## src/rtl/instruction_fetch.sv

```systemverilog
// Instruction fetch front end: reads two consecutive bytes from a synchronous
// byte ROM, assembles a 16-bit word and hands it to decode over valid/ready.
module instruction_fetch #(
  parameter int ADDRESS_WIDTH = 4,
  parameter int DATA_WIDTH    = 8
) (
  input  logic                      clk,
  input  logic                      rst,
  output logic [ADDRESS_WIDTH-1:0]  rom_addr,
  input  logic [DATA_WIDTH-1:0]     rom_data,
  output logic [2*DATA_WIDTH-1:0]   instr,
  output logic [ADDRESS_WIDTH-1:0]  instr_pc,
  output logic [ADDRESS_WIDTH-1:0]  instr_next_ip,
  output logic                      instr_valid,
  input  logic                      instr_ready,
  input  logic                      redirect_valid,
  input  logic [ADDRESS_WIDTH-1:0]  redirect_addr
);

  typedef enum logic [1:0] {
    REQ_HI,
    REQ_LO,
    WAIT_LO,
    VALID
  } state_t;

  state_t                   state_q, state_d;
  logic [ADDRESS_WIDTH-1:0] pc;
  logic [ADDRESS_WIDTH-1:0] pc_plus1;
  logic [DATA_WIDTH-1:0]    hi_byte;
  logic                     handshake;

  assign pc_plus1      = pc + ADDRESS_WIDTH'(1);
  assign instr_next_ip = instr_pc + ADDRESS_WIDTH'(2);
  assign rom_addr      = (state_q == REQ_HI) ? pc : pc_plus1;
  assign handshake     = instr_valid & instr_ready;

  always_comb begin
    state_d = state_q;
    unique case (state_q)
      REQ_HI:  state_d = REQ_LO;
      REQ_LO:  state_d = WAIT_LO;
      WAIT_LO: state_d = VALID;
      VALID:   if (handshake) state_d = REQ_HI;
      default: state_d = REQ_HI;
    endcase
    // A redirect abandons whatever fetch is in flight, from any state.
    if (redirect_valid) state_d = REQ_HI;
  end

  always_ff @(posedge clk) begin
    if (rst) begin
      state_q     <= REQ_HI;
      pc          <= '0;
      hi_byte     <= '0;
      instr       <= '0;
      instr_pc    <= '0;
      instr_valid <= 1'b0;
    end else begin
      state_q <= state_d;
      if (redirect_valid) begin
        pc          <= redirect_addr;
        instr_valid <= 1'b0;
      end else begin
        unique case (state_q)
          REQ_LO: hi_byte <= rom_data;
          WAIT_LO: begin
            instr       <= {hi_byte, rom_data};
            instr_pc    <= pc;
            instr_valid <= 1'b1;
          end
          VALID: begin
            if (handshake) begin
              instr_valid <= 1'b0;
              pc          <= pc + ADDRESS_WIDTH'(2);
            end
          end
          default: ;
        endcase
      end
    end
  end

endmodule

```

## config.mk

```make
export PLATFORM = sky130hd
export DESIGN_NAME = instruction_fetch
export DESIGN_NICKNAME = d
export VERILOG_FILES = /design/src/rtl/instruction_fetch.sv
export SDC_FILE = /design/constraint.sdc
export NUM_CORES = 1
export LEC_CHECK = 0
export CORE_ASPECT_RATIO = 1.25
export CORE_MARGIN = 3
export CORE_UTILIZATION = 45
export CTS_CLUSTER_SIZE = 16
export DETAILED_ROUTE_END_ITERATION = 8
export PLACE_DENSITY = 0.74
export SETUP_SLACK_MARGIN = 0.05
export SYNTH_ARGS = -nofsm -noshare
export SYNTH_HDL_FRONTEND = slang
export SYNTH_SLANG_ARGS = --single-unit
```

## constraint.sdc

```tcl
create_clock -name clk -period 3.39 [get_ports clk]
set_clock_uncertainty 0.15 [all_clocks]
set_input_delay 0.5085 -clock clk [delete_from_list [all_inputs] [get_ports clk]]
set_output_delay 0.5085 -clock clk [all_outputs]
set_load 0.02 [all_outputs]
```

==> results.json, run 1 <==
{
  "status": "completed",
  "drive_gt1_frac": 0.0616,
  "yosysWarnings": 0,
  "synth.avg_cell_area_sq_um": 8.72,
  "post-route-drc-count": 0,
  "worstSetupStartpointType": "register",
  "tightest_slew_ns": 0.740,
  "cp_slowest_cell": "clkdlybuf4s50_1",
  "wire_per_inst_um": 13.5,
  "slew_violations": 0,
  "grt_pass1_wl_um": 5400,
  "clockBufferDepth": 2,
  "totalWireLength_um": 3330,
  "htreeDepth": 2,
  "use_met2": 0.278,
  "stdcell_count": 247,
  "ctsHoldBuffers": 0,
  "p_leak_nw": 0.784,
  "dr.pass1.iters": 4,
  "gp_congestion": 0.760,
  "drt_iter0_markers": 22,
  "setup_violations": 0,
  "ys_seq_area_frac": 0.478,
  "grtUsageMet3": 0.0726,
  "core_area_sq_um": 3030,
  "nets": 233,
  "clock_latency_ns": 0.34,
  "grt_max_degree": 21,
  "fillCellCount": 276,
  "critPathRequiredTime_ns": 2.73,
  "synth_cell_types": 26,
  "crit_cells": 5,
  "fmax_ghz": 0.360,
  "vias_per_cell": 5.11,
  "portBuffers": 44,
  "final_common_cell": "clkdlybuf4s50_1",
  "dpl.hpwl_um": 2350,
  "finalCritPeriodShare": 0.819,
  "min_path_type": "register to register",
  "globalRouteMet1Util": 0.196,
  "rrSetupSlack_ns": 1.62,
  "hold_viol_final": 0,
  "setup_tns_ns": 0,
  "crit_family": "buffers and inverters",
  "cts_buffers": 5,
  "layout_common_cells": "clkdlybuf4s50_1, nand2_1, dfxtp_1",
  "cap_violations": 0,
  "die_w_um": 57.0,
  "yosysTopAreaCell": "dfxtp_1",
  "grt_pass1_vias": 1143,
  "antenna_cells": 0,
  "r2r_cells": 5,
  "clockRootBuffer": "clkbuf_4",
  "die_h_um": 69.8,
  "clkTransAtPathRegs_ns": 0.10,
  "dieArea_sq_um": 3980,
  "crit_path_max_fanout": 5,
  "grt_overflow": 0,
  "cp_cell_sequence": "inv_1, ha_1, nand3b_1, xnor2_1, clkdlybuf4s50_1",
  "syn_area_sq_um": 1470,
  "critPathKind": "register to primary output",
  "rows": 22,
  "syn_nets": 191,
  "antenna_found_initial": 0,
  "p_per_area_nw_per_um2": 393,
  "post_cts_resized": 0,
  "vias": 1263,
  "gr-usage-all-layers": 0.174,
  "synthTopCellsByArea": "dfxtp_1, nand2_1, a21oi_1",
  "rsz0062_at_grt": "false",
  "worst_hold_path.num_cells": 2,
  "worstPathBufferInverterCount": 2,
  "slowest_delay_ns": 0.64,
  "grt_most_used_layer": "met2",
  "clock_sink_count": 35,
  "crit_arrival_ns": 2.12,
  "syn_to_final_growth_pct": 35.0,
  "ioPinCount": 45,
  "cts_tree": "yes",
  "post-place-cells": 239,
  "start_util": 0.484,
  "slew_headroom": 0.507,
  "peakVddDrop_mv": 0.323,
  "end_kind": "primary output",
  "synthCells": 168,
  "synth_top_area_share": 0.478,
  "synth-seq-cells": 35,
  "period_needed_ns": 2.78,
  "detail-route-antenna-nets": 0,
  "cts_setup_buffers": 0
}
cell families (layout without fill, tap and decap cells):
logic type	count (synthesis)	in the layout	share of synthesized area
compound gates	29	29	0.118
fa+ha+maj	7	7	0.0598
flops	35	35	0.478
xor+xnor	6	6	0.0359
buf+inv	17	60	0.0538
mux	11	11	0.0760
simple gates	63	63	0.178
final cells by class:
cell class / count / area [sq um] / area share
sequential: 35 / 701 / 0.354
inverter: 6 / 22.5 / 0.0114
clock buffer: 8 / 68.8 / 0.0348
multi-input combinational: 116 / 686 / 0.347
tap: 36 / 45.0 / 0.0228
timing repair buffer: 46 / 455 / 0.230
stage by stage:
step                      hold slack, ns  area (sq um)  setup slack (ns)  power (mW)   util
after global placement             0.287          1910              1.01       0.526  0.631
final                              0.306          1980             0.612       0.778  0.653
after CTS                          0.307          1980             0.611       0.785  0.653
after global routing               0.332          1980             0.450       0.808  0.653
after floorplan                    0.282          1470              1.51       0.487      -
after detailed placement           0.292          1910             0.964       0.529  0.631
routing by layer:
layer  share of wire  routed length (um)
met3           0.078                 258
met2            0.49                1640
met5               0                   0
met1            0.41                1360
met4           0.021                  71
path summary, 6_finish.rpt:
check,to,start
min,instr[12],hi_byte[4]
min reg2reg,instr[12],hi_byte[4]
max reg2reg,instr[4],state_q[0]
max,rom_addr[3],state_q[0]
sequential cells by signal, summed over array words and instances, names as in the netlist:
signal and count:
instr_pc 4, pc 4, instr_valid 1, state_q 2, instr 16, hi_byte 8
synth_stat cells:
master and instances:
nand2_1 42, dfxtp_1 35, a21oi_1 23, nor2_1 11, mux2i_1 10, ha_1 7, buf_2 6, inv_1 6
xnor2_1 5, nand2b_1 3, buf_4 2, clkbuf_1 2, nor3_1 2, o21a_1 2, a2111oi_2 1, a21bo_2 1
a221oi_1 1, a41oi_1 1, and2b_2 1, buf_1 1, mux2_2 1, nand3_1 1, nand3b_1 1, nand4_1 1
nor2b_1 1, xor2_1 1
worst register-to-register path, stage by stage (launching register included):
cell and delay [ns]:
dfxtp_1 0.40, inv_1 0.08, ha_1 0.24, nand2b_1 0.54, nand2_1 0.13, a21oi_1 0.15
where the power goes:
| group | total [mW] | internal [mW] | switching (mW) |
|---|---|---|---|
| Clock | 0.257 | 0.122 | 0.135 |
| Sequential | 0.429 | 0.420 | 0.00890 |
| Combinational | 0.0914 | 0.0471 | 0.0443 |
No activity file was read; power rests on OpenSTA's default activity.
==> run 2, diff against run 1 <==
Settings changed: CORE_UTILIZATION 45 to 41, PLACE_DENSITY 0.74 to 0.71.
Clock period 3.39 ns to 2.5 ns, I/O delays scaled along.
==> results.json, run 2 (synthesis gave the netlist of run 1 again) <==
{
  "status": "completed",
  "dpl.hpwl_um": 2550,
  "die_h_um": 72.8,
  "vias": 1259,
  "stdcell_count": 251,
  "post-place-cells": 243,
  "final_common_cell": "nand2_1",
  "min_path_type": "register to register",
  "dr.pass1.iters": 4,
  "grt_max_degree": 25,
  "slew_headroom": 0.631,
  "largest_reg_flops": 16,
  "antenna_cells": 0,
  "layout_common_cells": "nand2_1, clkdlybuf4s50_1, dfxtp_1",
  "vias_per_cell": 5.02,
  "end_kind": "primary output",
  "crit_family": "buffers and inverters",
  "combPwrFrac": 0.106,
  "fin_ws_ns": 0.148,
  "gp_congestion": 0.751,
  "wire_per_inst_um": 13.4,
  "setup_tns_ns": 0,
  "cts_tree": "yes",
  "ctsHoldBuffers": 0,
  "critPathKind": "register to primary output",
  "p_seq_frac": 0.504,
  "grt_pass1_vias": 1277,
  "slowest_delay_ns": 0.63,
  "top_register": "instr",
  "fillCellCount": 312,
  "swShare": 0.236,
  "gr-usage-all-layers": 0.164,
  "critPathRequiredTime_ns": 1.98,
  "final-seq-area_sq_um": 701,
  "cp_slowest_cell": "clkdlybuf4s50_1",
  "clkTransAtPathRegs_ns": 0.07,
  "period_needed_ns": 2.35,
  "drive_gt1_frac": 0.0794,
  "grt_pass1_wl_um": 5460,
  "cts_buffers": 5,
  "crit_arrival_ns": 1.83,
  "worstPathBufferInverterCount": 2,
  "syn_to_final_growth_pct": 39.0,
  "core_area_sq_um": 3310,
  "htreeDepth": 2,
  "p_clk_frac": 0.391,
  "pre_cts_ws_ns": 0.267,
  "ioPinCount": 45,
  "totalWireLength_um": 3360,
  "cap_violations": 0,
  "rsz0062_at_grt": "false",
  "top_regs": "instr x16, hi_byte x8",
  "multiInputGateArea_sq_um": 686,
  "power.switching_mw": 0.273,
  "start_util": 0.443,
  "grt_overflow": 0,
  "p_leak_nw": 0.831,
  "crit_path_max_fanout": 5,
  "finalCritPeriodShare": 0.941,
  "die_w_um": 59.5,
  "setup_violations": 0,
  "internal-power_mw": 0.884,
  "peakVddDrop_mv": 0.465,
  "portBuffers": 44,
  "slew_violations": 0,
  "cp_cell_sequence": "inv_1, ha_1, xnor2_1, clkdlybuf4s50_1",
  "hold_viol_final": 0,
  "fmax_ghz": 0.425,
  "nets": 236,
  "post-route-drc-count": 0,
  "worstSetupStartpointType": "register",
  "clock_sink_count": 35,
  "dieArea_sq_um": 4330,
  "clockBufferDepth": 2,
  "rows": 23,
  "detail-route-antenna-nets": 0,
  "antenna_found_initial": 0,
  "clockRootBuffer": "clkbuf_8",
  "clock_latency_ns": 0.28,
  "p_per_area_nw_per_um2": 568,
  "fin_util": 0.616,
  "drt_iter0_markers": 28,
  "tightest_slew_ns": 0.554
}
## run 2: changes by cell type in the layout (fill, tap and decap cells not counted)
cell             previous run  this run
buf_4                       2         5
clkbuf_1                    1         0
clkbuf_4                    5         0
clkbuf_8                    2         7
clkdlybuf4s50_1            44        41
clkinvlp_4                  0         1
dlygate4sd2_1               0         2
dlymetal6s2s_1              0         1
## run 2: final cells by class
class | count | area share
clock buffer | 7 | 0.0473
sequential | 35 | 0.344
inverter | 6 | 0.0111
clock inverter | 1 | 0.00369
timing repair buffer | 49 | 0.235
multi-input combinational | 116 | 0.337
tap | 37 | 0.0227
## run 2: worst reg2reg max path: stages, from the launching register on
cell	delay (ns)
dfxtp_1	0.39
inv_1	0.09
ha_1	0.24
nand2b_1	0.32
buf_4	0.25
nand2_1	0.07
a21oi_1	0.14
## run 2: metrics by stage
| step | power [mW] | hold slack (ns) | area, sq um |
|---|---|---|---|
| floorplan | 0.660 | 0.282 | 1470 |
| global placement | 0.716 | 0.286 | 1930 |
| detailed placement | 0.721 | 0.301 | 1930 |
| CTS | 1.17 | 0.310 | 2030 |
| global route | 1.21 | 0.307 | 2040 |
| finish | 1.16 | 0.301 | 2040 |
## run 2: power groups by stage
stage               clock network [mW]  logic (mW)  registers, mW
global route                     0.489       0.134          0.584
CTS                              0.460       0.125          0.583
finish                           0.452       0.122          0.583
floorplan                            0      0.0653          0.595
detailed placement                   0       0.125          0.595
global placement                     0       0.122          0.594
## run 2: worst paths after layout
kind | start | to | slack [ns] | depth (start not counted)
worst max-delay path | state_q[0] | rom_addr[0] | 0.15 | 4
worst max register to register | state_q[0] | instr[7] | 0.79 | 6
worst min register to register | hi_byte[1] | instr[9] | 0.30 | 2
worst min-delay path | hi_byte[1] | instr[9] | 0.30 | 2
## run 2: routing by layer
layer,global-route usage,vias to the layer above,routed length [um]
met4,0.0554,0,24
li1,-,636,-
met3,0.0425,4,222
met1,0.183,579,1360
met5,0,-,0
met2,0.294,40,1740
## run 2: timing repair
item                       CTS  global route
gates resized for setup      2             1
buffers inserted             0             0
cloned                       0             0
setup endpoints to repair    2             1
